==> src/rtl/reg_scoreboard.sv <==
// reg_scoreboard: issue-stage RAW scoreboard for the LC-3b register file.
// Tracks in-flight writes per register and stalls issue on hazards.
//
// Ports:
//   clk, reset            clock; synchronous active-low reset
//   issue_valid           decode presents an instruction
//   issue_ready           instruction may issue this cycle (comb)
//   issue_src_a/_used     source A index / source A is read
//   issue_src_b/_used     source B index / source B is read
//   issue_dest/_used      destination index / dest is written
//   wb_valid, wb_dest     writeback loads the regfile this cycle
//   flush                 pipeline squash, clears all tracking
//   busy_mask             per-register "write in flight" (registered)
//   stall_count           saturating count of stalled issue cycles
//   underflow_err         sticky: writeback with no write in flight
//
// Build option: SCOREBOARD_WB_BYPASS_EN lets a source whose last
// pending write retires this cycle issue in the writeback cycle,
// because the regfile then writes on the negative edge.

module reg_scoreboard #(
  parameter  int NUM_REGS = 8,
  parameter  int CNT_W    = 2,
  parameter  int STALL_W  = 16,
  localparam int IDX_W    = (NUM_REGS > 1) ? $clog2(NUM_REGS) : 1
) (
  input  logic                clk,
  input  logic                reset,
  input  logic                issue_valid,
  output logic                issue_ready,
  input  logic [IDX_W-1:0]    issue_src_a,
  input  logic                issue_src_a_used,
  input  logic [IDX_W-1:0]    issue_src_b,
  input  logic                issue_src_b_used,
  input  logic [IDX_W-1:0]    issue_dest,
  input  logic                issue_dest_used,
  input  logic                wb_valid,
  input  logic [IDX_W-1:0]    wb_dest,
  input  logic                flush,
  output logic [NUM_REGS-1:0] busy_mask,
  output logic [STALL_W-1:0]  stall_count,
  output logic                underflow_err
);

  localparam logic [CNT_W-1:0] CNT_MAX = '1;
  localparam logic [CNT_W-1:0] CNT_ONE = CNT_W'(1);

  logic [CNT_W-1:0]    r_cnt     [NUM_REGS];
  logic [CNT_W-1:0]    w_cnt_nxt [NUM_REGS];
  logic [NUM_REGS-1:0] r_busy;
  logic [NUM_REGS-1:0] w_busy_nxt;
  logic [NUM_REGS-1:0] w_inc;
  logic [NUM_REGS-1:0] w_dec;
  logic [STALL_W-1:0]  r_stall;
  logic                r_uf;

  logic [CNT_W-1:0]    w_cnt_a;
  logic [CNT_W-1:0]    w_cnt_b;
  logic [CNT_W-1:0]    w_cnt_d;
  logic [CNT_W-1:0]    w_cnt_wb;
  logic                w_byp_a;
  logic                w_byp_b;
  logic                w_haz_a;
  logic                w_haz_b;
  logic                w_full_d;
  logic                w_ready;
  logic                w_fire;
  logic                w_uf_set;
  logic                w_stall;

  assign w_cnt_a  = r_cnt[issue_src_a];
  assign w_cnt_b  = r_cnt[issue_src_b];
  assign w_cnt_d  = r_cnt[issue_dest];
  assign w_cnt_wb = r_cnt[wb_dest];

`ifdef SCOREBOARD_WB_BYPASS_EN
  // Last outstanding write lands this cycle; data is readable
  // after the regfile's negedge write.
  assign w_byp_a = wb_valid
                && (wb_dest == issue_src_a)
                && (w_cnt_a == CNT_ONE);
  assign w_byp_b = wb_valid
                && (wb_dest == issue_src_b)
                && (w_cnt_b == CNT_ONE);
`else
  assign w_byp_a = 1'b0;
  assign w_byp_b = 1'b0;
`endif

  assign w_haz_a = issue_src_a_used
                && (w_cnt_a != '0)
                && !w_byp_a;
  assign w_haz_b = issue_src_b_used
                && (w_cnt_b != '0)
                && !w_byp_b;

  // A saturated counter cannot record another write.
  assign w_full_d = issue_dest_used
                 && (w_cnt_d == CNT_MAX);

  assign w_ready = reset
                && !flush
                && !w_haz_a
                && !w_haz_b
                && !w_full_d;

  assign w_fire  = issue_valid && w_ready;
  assign w_stall = issue_valid && !w_ready;

  // Flush discards any same-cycle writeback as well.
  assign w_uf_set = reset
                 && !flush
                 && wb_valid
                 && (w_cnt_wb == '0);

  always_comb begin
    w_inc      = '0;
    w_dec      = '0;
    w_busy_nxt = '0;
    for (int i = 0; i < NUM_REGS; i++) begin
      w_cnt_nxt[i] = r_cnt[i];
      w_inc[i] = w_fire
              && issue_dest_used
              && (issue_dest == IDX_W'(i));
      w_dec[i] = wb_valid
              && (wb_dest == IDX_W'(i));
      if (flush) begin
        w_cnt_nxt[i] = '0;
      end else if (w_inc[i] && !w_dec[i]) begin
        w_cnt_nxt[i] = r_cnt[i] + CNT_ONE;
      end else if (!w_inc[i] && w_dec[i]) begin
        if (r_cnt[i] != '0) begin
          w_cnt_nxt[i] = r_cnt[i] - CNT_ONE;
        end
      end else if (w_inc[i] && w_dec[i]) begin
        // A stray writeback against an idle register must not
        // swallow the write just issued.
        if (r_cnt[i] == '0) begin
          w_cnt_nxt[i] = CNT_ONE;
        end
      end
      w_busy_nxt[i] = (w_cnt_nxt[i] != '0);
    end
  end

  always_ff @(posedge clk) begin
    if (!reset) begin
      for (int i = 0; i < NUM_REGS; i++) begin
        r_cnt[i] <= '0;
      end
      r_busy <= '0;
    end else begin
      for (int i = 0; i < NUM_REGS; i++) begin
        r_cnt[i] <= w_cnt_nxt[i];
      end
      r_busy <= w_busy_nxt;
    end
  end

  always_ff @(posedge clk) begin
    if (!reset) begin
      r_stall <= '0;
    end else if (w_stall && (r_stall != '1)) begin
      r_stall <= r_stall + STALL_W'(1);
    end
  end

  always_ff @(posedge clk) begin
    if (!reset) begin
      r_uf <= 1'b0;
    end else if (w_uf_set) begin
      r_uf <= 1'b1;
    end
  end

  assign issue_ready   = w_ready;
  assign busy_mask     = r_busy;
  assign stall_count   = r_stall;
  assign underflow_err = r_uf;

endmodule

==> config.mk <==
export PLATFORM = sky130hd
export DESIGN_NAME = reg_scoreboard
export DESIGN_NICKNAME = d
export VERILOG_FILES = /design/src/rtl/reg_scoreboard.sv
export SDC_FILE = /design/constraint.sdc
export NUM_CORES = 1
export LEC_CHECK = 0
export ABC_AREA = 0
export CORE_MARGIN = 2
export CORE_UTILIZATION = 40
export CTS_CLUSTER_SIZE = 25
export DETAILED_ROUTE_END_ITERATION = 7
export SETUP_SLACK_MARGIN = 0.3
export SLEW_MARGIN = 20
export SYNTH_ARGS = -nofsm -noshare
export SYNTH_HDL_FRONTEND = slang
export SYNTH_SLANG_ARGS = --single-unit
export TNS_END_PERCENT = 20
==> constraint.sdc <==
create_clock -name clk -period 2.6 [get_ports clk]
set_input_delay 0.78 -clock clk [delete_from_list [all_inputs] [get_ports clk]]
set_output_delay 0.78 -clock clk [all_outputs]
set_load 0.1 [all_outputs]
# Word-level counts from Yosys, hierarchy flattened
# Memory sizes are Yosys's and may differ from the RTL's.
# Index checks and enable logic that the tools add are counted.
# word_totals
reg_bits	25
latch_bits	0
ram_bits	16
rom_bits	0
inputBits	20
word_cells	206
mem_count	1
# mem_list
name	words	width	rd	rd_ports_with_merged_regs	wr	line_no	text
r_cnt	8	2	12	0	8	48	logic [CNT_W-1:0] r_cnt [NUM_REGS];
# classes
add_sub_neg	17
multipliers	0
n_div	0
magnitude_cmp	0
eq_ne	16
shift	0
muxes	58
n_bitwise	8
n_reduce_logical	103
# ops
op	count
2-to-1 mux 2 bit	56
logical AND 1 bit	53
nonzero test 2 bit	18
equality test 3 bit (second input constant)	8
zero test 1 bit	21
zero test 2 bit	9
adder 16 x 1 -> 16 bit (second input constant)	1
adder 2 x 1 -> 2 bit (second input constant)	8
inequality test 16 bit (second input constant)	1
subtractor 2 x 1 -> 2 bit (second input constant)	8
equality test 3 x 2 -> 1 bit (second input constant)	4
OR 1 bit	8
equality test 3 x 1 -> 1 bit (second input constant)	2
zero test 3 bit	2
equality test 2 bit (second input constant)	1
2-to-1 mux 1 bit	2

# Logic depth before layout (Yosys ltp)
# Gate-level depths: netlist of run 1.
# An unclocked memory read counts as a cell.
# depth
word_depth	16
ltp_mapped	9
mapped_depth_nobuf	7

# Worst setup path after synthesis of run 1
# Ideal clock, no wire load.
# synth_path
path_kind	input-to-output
start	input port issue_dest[1]
end	output port issue_ready
arrival_time_ns	2.164
setup_slack_ns	-0.344
stages	4
cell_sequence	inv_2 -> mux4_2 -> o221ai_2 -> and4_2
# synth_via
elab_chain_len	5
# synth_lines
element	line_no	text
start: declaration	35	input logic [IDX_W-1:0] issue_dest,
memory read (8 x 2 bit)	n/a	
equality test 2 bit	99	&& (w_cnt_d == CNT_MAX);
logical AND 1 bit	99	
zero test 1 bit	105	&& !w_full_d;
logical AND 1 bit	105	
end: declaration	30	output logic issue_ready,
# No other way between the ends.

# Worst setup path after layout of run 1
# Same ends and word-level chain as after synthesis.

==> results of run 1 <==
-- final cells by class --
type	instances	area, um^2
Clock buffer	5	68.8
Sequential cell	41	831
Fill cell	636	2850
Timing Repair Buffer	113	1060
Inverter	20	87.6
Tap cell	102	128
Clock inverter	3	68.8
Multi-Input combinational cell	291	2550
-- power by group through the flow --
| stage | combinational [mW] | sequential, mW | clock, mW |
|---|---|---|---|
| after CTS | 0.332 | 0.641 | 0.668 |
| after global routing | 0.370 | 0.642 | 0.687 |
| after detailed placement | 0.265 | 0.656 | 0 |
| after global placement | 0.260 | 0.656 | 0 |
| final | 0.349 | 0.641 | 0.655 |
| after floorplan | 0.113 | 0.695 | 0 |
-- kinds of logic after synthesis --
kind of cell	count (synthesis)	synth area share [%]
DFF	41	26.2
buffers and inverters	32	4.88
xor gates and xnor gates	13	3.64
adders and majority gates	33	13.2
AOI/OAI and AO/OA	57	13.2
and+or+nand+nor	168	31.5
muxes	20	7.36
-- layer usage --
layer | vias to the layer above | GRT usage [%] | share of wire, % | routed length [um]
met5 | - | 0 | 0 | 0
met4 | 0 | 5.85 | 1.8 | 161
met3 | 12 | 2.85 | 2.6 | 231
met2 | 44 | 35.8 | 50 | 4380
met1 | 1471 | 26.5 | 45 | 3960
li1 | 1518 | - | - | -
-- state kept, by name, indices dropped and copies added (netlist names) --
signal         count
r_cnt             16
busy_mask          8
underflow_err      1
stall_count       16
-- through the flow --
step / util [%] / setup TNS [ns] / power, mW
final: 62.7 / -1.00 / 1.65
after CTS: 60.4 / -0.579 / 1.64
after global placement: 52.6 / -21.60 / 0.916
after detailed placement: 52.6 / -23.30 / 0.921
after floorplan: - / -0.182 / 0.809
after global routing: 62.7 / -1.95 / 1.70
-- worst max-delay path by stage --
| stage | end | slack [ns] | depth (start not counted) |
|---|---|---|---|
| after floorplan | issue_ready | -0.18 | 4 |
| after global placement | issue_ready | -0.77 | 6 |
| after detailed placement | issue_ready | -0.78 | 6 |
| after CTS | issue_ready | -0.27 | 6 |
| after global routing | issue_ready | -0.27 | 6 |
| final | issue_ready | -0.26 | 6 |
-- layout by cell type, fill, tap and decap left out, drive strengths merged, types with 7 or more instances in the layout --
| master | Yosys | routed |
|---|---|---|
| nand4 | 13 | 13 |
| dfxtp | 41 | 41 |
| a21oi | 10 | 10 |
| nor2b | 8 | 8 |
| inv | 20 | 21 |
| xor2 | 9 | 9 |
| nor2 | 30 | 30 |
| nor3 | 18 | 18 |
| ha | 33 | 33 |
| and3 | 12 | 12 |
| nor3b | 7 | 7 |
| a211oi | 12 | 12 |
| nand3 | 9 | 9 |
| nand2 | 29 | 29 |
| mux2i | 17 | 17 |
| buf | 4 | 100 |
| clkbuf | 8 | 7 |
| and2 | 15 | 15 |
-- repair_timing --
action / in CTS / in global routing
gates resized for setup: 114 / 42
cloned: 0 / 0
setup endpoints to repair: 42 / 40
buffers inserted: 16 / 1
pin swaps: 49 / 53
-- critical path, delay by kind of cell --
kind	cells	cell delay, ns
and+or+nand+nor	1	0.26
AOI/OAI and AO/OA	1	0.21
muxes	1	0.50
buffers and inverters	3	0.32
==> run summary, run 1 <==
Failing checks: setup timing
TritonCTS buffer count: 5
Mean Syn Cell Area: 8.60 um^2
Synth cell types: 64
Share of the synthesized area in the top cell type: 26.2%
R2r worst-path depth: 12
Max FO, Critical Path: 3
Reg-to-Reg End: stall_count[7]
Clk_lat worst skew: 0.30 ns
Setup Viol. Count Final: 12
Final max-slew violation count: 0
Max-slew headroom: 40.8%
First-pass GRT wire length: 14.3 mm
Final ANT Viol Nets: 0
H-tree depth: 2
Hold endpoint: underflow_err
HPWL after detailed placement: 6.13 mm
CP cell instances: buf_12 > inv_12 > mux4_2 > o221ai_2 > and4_4 > buf_12
Power Density: 343 nW/um^2
Fmax: 0.350 GHz
Initial antenna violation count: 0
Fin. Hold Viols: 0
Syn nets: 417
Clk buf depth: 2
Final Cell Area: 4790 um^2
Clock power frac: 39.8%
Outcome: finished, violations left
Most used cell, CP: buf_12
Core box area: 7650 um^2
PortBufs: 45
P_sw: 0.455 mW
Largest net degree at the start of global routing: 21
Iteration count of the initial detailed-routing pass: 4
Req. time, crit path: 1.82 ns
Comb pwr share: 21.2%
Number of global-route vias before repair: 3016
CTS tree: yes
Worst path slowest cell: mux4_2
Placer Congestion: 0.865
Worst clock skew: 0.00793 ns
Kind of critical path: input pin to primary output
Mapped Cells: 364
Actual slew at the worst max-slew pin: 0.885 ns
Hold Worst Slack: 0.480 ns
Post-synth EDFFs: 0
Hold-fix buffers at CTS: 0
Die height: 92.5 um
Beginning of the worst hold path: underflow_err
Worst-path clk slew: 0.09 ns
CTS root buffer: clkbuf_8
Reg2Reg Setup Slack: 0.07 ns
Vias per Instance: 5.30
Dpl cell area: 4020 um^2
Sequential share of power: 39.0%
Ys Warns: 0
Clock period minus worst slack: 2.86 ns
Hold Path Stages: 1
Critical path origin: issue_dest[1]
Crit end category: primary output
Crit-path max cell delay: 0.50 ns
DIE AREA: 8550 um^2
FFs w/ async S/R, synth: 0%
Placed insts: 550
Grt ovf: 0
Yosys reg bits: 41
Most common cell in the netlist: dfxtp_1
Critical Path Source Type: input pin
1st-iter DRT viols: 151
Main synth FF type: dfxtp_1
Data arrival, critical path: 2.08 ns
Fin cells: 575
Routed len/inst: 15.2 um
Initial core utilization: 40.9%
Via Count: 3045
Synth top area cells: dfxtp_1, ha_1, mux2i_1
R2r startpoint: r_cnt[3][1]
RSZ-0062 raised after global routing: true
Peak supply drop: 235 uV
LEAKAGE: 2.01 nW
Ant. Diodes: 0
Area leader, netlist: dfxtp_1
Final wirelength: 8.74 mm
Area Overhead vs Synth: 53.2%
Max-cap violations: 0
Clk sinks: 41
Die W: 92.5 um
P_int: 1.19 mW
Post-layout nets: 525
Mapped Area: 3130 um^2
Part of the cycle the worst path needs: 110%
Sequential-to-total area share from yosys stat: 26.2%
Pre-CTS setup slack: -0.782 ns
Final WS setup: -0.260 ns
Share of post-route cells with drive strength above 1: 40.4%
Gr usage total: 20.6%
I/O pins: 46
DRC viols: 0
Post-synth top cells: dfxtp_1, ha_1, nand2_1
Sw Share: 27.6%
Row count: 32
Worst min-delay path category: flop to flop
Note: power is estimated with default switching activity, not from simulation.
==> inputs of run 2 (changes only) <==
--- a/config.mk
+++ b/config.mk
@@ -6,6 +6,7 @@
 export NUM_CORES = 1
 export LEC_CHECK = 0
 export ABC_AREA = 0
+export CAP_MARGIN = 0
 export CORE_MARGIN = 2
 export CORE_UTILIZATION = 40
 export CTS_CLUSTER_SIZE = 25
==> results of run 2 <==
The final DEF is identical to that of run 1; final timing and power are the same.
==> inputs of run 3 (changes only) <==
--- a/config.mk
+++ b/config.mk
@@ -6,11 +6,11 @@
 export NUM_CORES = 1
 export LEC_CHECK = 0
 export ABC_AREA = 0
-export CAP_MARGIN = 0
 export CORE_MARGIN = 2
-export CORE_UTILIZATION = 40
+export CORE_UTILIZATION = 50
 export CTS_CLUSTER_SIZE = 25
 export DETAILED_ROUTE_END_ITERATION = 7
+export PLACE_DENSITY = 0.78
 export SETUP_SLACK_MARGIN = 0.3
 export SLEW_MARGIN = 20
 export SYNTH_ARGS = -nofsm -noshare
==> run 3 against run 2 <==
Maximum frequency down 3.7%. Critical endpoint unchanged. Critical path type unchanged. The run still ends with setup timing left. Highest routed layer unchanged. Via count up 10%. Clock skew up 0.0019 ns.
==> run summary, run 3 (same netlist as run 1, synthesis figures left out) <==
Outcome: finished, violations left
Failing checks: setup timing
Pre-CTS setup slack: -0.800 ns (-0.0172 ns)
Worst clock skew: 0.00982 ns (+0.00189 ns)
Req. time, crit path: 1.82 ns (about the same)
Clk buf depth: 2 (unchanged)
Post-layout nets: 530 (+0.95%)
Routed len/inst: 19.8 um (+31%)
Clock power frac: 39.0% (-0.8 points)
Reg-to-Reg End: stall_count[11]
I/O pins: 46 (unchanged)
Hold endpoint: underflow_err
Hold Path Stages: 1 (unchanged)
Max-slew headroom: 35.2% (-5.6 points)
Crit-path max cell delay: 0.51 ns (about the same)
RSZ-0062 raised after global routing: true
Grt ovf: 0 (unchanged)
Data arrival, critical path: 2.19 ns (+0.11 ns)
Gr usage total: 29.1% (+8.5 points)
Beginning of the worst hold path: underflow_err
1st-iter DRT viols: 327 (+120%)
Most used cell, CP: buf_6
Crit end category: primary output
Critical Path Source Type: input pin
Clk_lat worst skew: 0.31 ns (about the same)
Initial core utilization: 52.2% (+11 points)
Iteration count of the initial detailed-routing pass: 6 (+2)
Clk sinks: 41 (unchanged)
Fmax: 0.337 GHz (-3.7%)
Reg2Reg Setup Slack: 0.04 ns (-0.03 ns)
Clock period minus worst slack: 2.97 ns (+0.111 ns)
Placer Congestion: 0.909 (+5.1%)
Number of global-route vias before repair: 3394 (+13%)
Highest-count cells in the layout ignoring fill and taps: buf_4, ha_1, dfxtp_1
DRC viols: 0 (unchanged)
Kind of critical path: input pin to primary output
Initial antenna violation count: 0 (unchanged)
Worst-path clk slew: 0.09 ns (about the same)
First-pass GRT wire length: 16.7 mm (+16%)
Max FO, Critical Path: 2 (-1)
Fin. Hold Viols: 0 (unchanged)
Vias per Instance: 6.08 (+15%)
Row count: 28 (-13%)
Worst min-delay path category: flop to flop
Comb pwr share: 22.8% (+1.6 points)
Area Overhead vs Synth: 55.1%
PortBufs: 45 (unchanged)
H-tree depth: 2 (unchanged)
P_int: 1.20 mW (+1.0%)
Ant. Diodes: 0 (unchanged)
Die height: 83.1 um (-10%)
CTS root buffer: clkbuf_8
Setup Viol. Count Final: 17 (+5)
Die W: 83.1 um (-10%)
Power Density: 346 nW/um^2 (+0.78%)
Sw Share: 28.3% (+0.69 points)
Max-cap violations: 0 (unchanged)
Most common cell after layout, fill and taps aside: buf_4
Part of the cycle the worst path needs: 114% (+4.3 points)
Worst path slowest cell: mux4_2
Share of post-route cells with drive strength above 1: 41.2% (+0.83 points)
DIE AREA: 6910 um^2 (-19%)
Final max-slew violation count: 0 (unchanged)
R2r worst-path depth: 11 (-1)
Fill count: 335 (-47%)
Hold-fix buffers at CTS: 0 (unchanged)
Peak supply drop: 376 uV (+60%)
Setup TNS: -2.62 ns (-1.62 ns)
Final ANT Viol Nets: 0 (unchanged)
HPWL after detailed placement: 6.27 mm (+2.4%)
Core box area: 5990 um^2 (-22%)
LEAKAGE: 2.07 nW (+3.0%)
Sequential share of power: 38.2% (-0.8 points)
Via Count: 3364 (+10%)
P_sw: 0.476 mW (+4.6%)
CP cell instances: buf_6 > buf_6 > inv_12 > mux4_2 > o221ai_2 > and4_4 > buf_12
Actual slew at the worst max-slew pin: 0.968 ns (+0.0830 ns)
Largest net degree at the start of global routing: 21 (unchanged)
TritonCTS buffer count: 5 (unchanged)
R2r startpoint: r_cnt[4][1]
CTS tree: yes
Final WS setup: -0.371 ns (-0.111 ns)
Final wirelength: 11.0 mm (+26%)
Power Total: 1.68 mW (+2.0%)
## run 3: cell count changes in the layout (fill, tap and decap cells not counted), sizes merged
cell	change
buf	+4
clkdlybuf4s15	+2
clkdlybuf4s50	-1
dlygate4sd2	-1
dlymetal6s2s	+1
## run 3: worst max-delay path by stage
stage             endpoint  depth (start not counted)  slack, ns          start
2_1_floorplan  issue_ready                          4      -0.18  issue_dest[1]
3_3_place_gp   issue_ready                          7      -0.77  issue_dest[1]
3_5_place_dp   issue_ready                          7      -0.80  issue_dest[1]
4_1_cts        issue_ready                          7      -0.45  issue_dest[1]
5_1_grt        issue_ready                          7      -0.40  issue_dest[1]
6_report       issue_ready                          7      -0.37  issue_dest[1]
## run 3: power groups by stage
stage	combinational [mW]	sequential (mW)	clock (mW)
floorplan	0.113	0.695	0
global placement	0.257	0.655	0
detailed placement	0.263	0.656	0
CTS	0.345	0.641	0.647
global route	0.397	0.643	0.682
finish	0.383	0.642	0.654
## run 3: worst max-delay path: cells and delay by family
kind	cells	cell delay, ns
compound gates	1	0.20
simple gates	1	0.26
mux	1	0.51
buf+inv	4	0.42
## run 3: metal layers
metal	routed length [um]	global-route usage, %	vias to the layer above	share of wire [%]
li1	-	-	1533	-
met1	4350	34.1	1633	40
met2	5670	54.8	158	52
met3	652	3.78	40	5.9
met4	292	8.49	0	2.7
met5	0	0	-	0
## run 3: repair_timing
item | 4_1_cts | 5_1_grt
setup buffers | 13 | 4
endpoints found under the setup margin | 41 | 40
resized for setup | 117 | 33
gates cloned | 3 | 0
pin swaps | 42 | 42
## run 3: layout make-up
type,count,area [um^2],share of cell area (%)
Multi-Input combinational cell,291,2590,53.3
Timing Repair Buffer,118,1120,23.0
Sequential cell,41,831,17.1
Tap cell,75,93.8,1.93
Inverter,20,87.6,1.81
Clock buffer,5,68.8,1.42
Clock inverter,3,68.8,1.42
## run 3: stage by stage
step,util [%],instance area (um^2),hold slack (ns),cells
2_1_floorplan,-,3160,0.528,364
3_3_place_gp,66.6,3990,0.470,525
3_5_place_dp,66.6,3990,0.477,525
4_1_cts,78.2,4680,0.482,549
5_1_grt,81.0,4850,0.524,553
6_report,81.0,4850,0.502,553
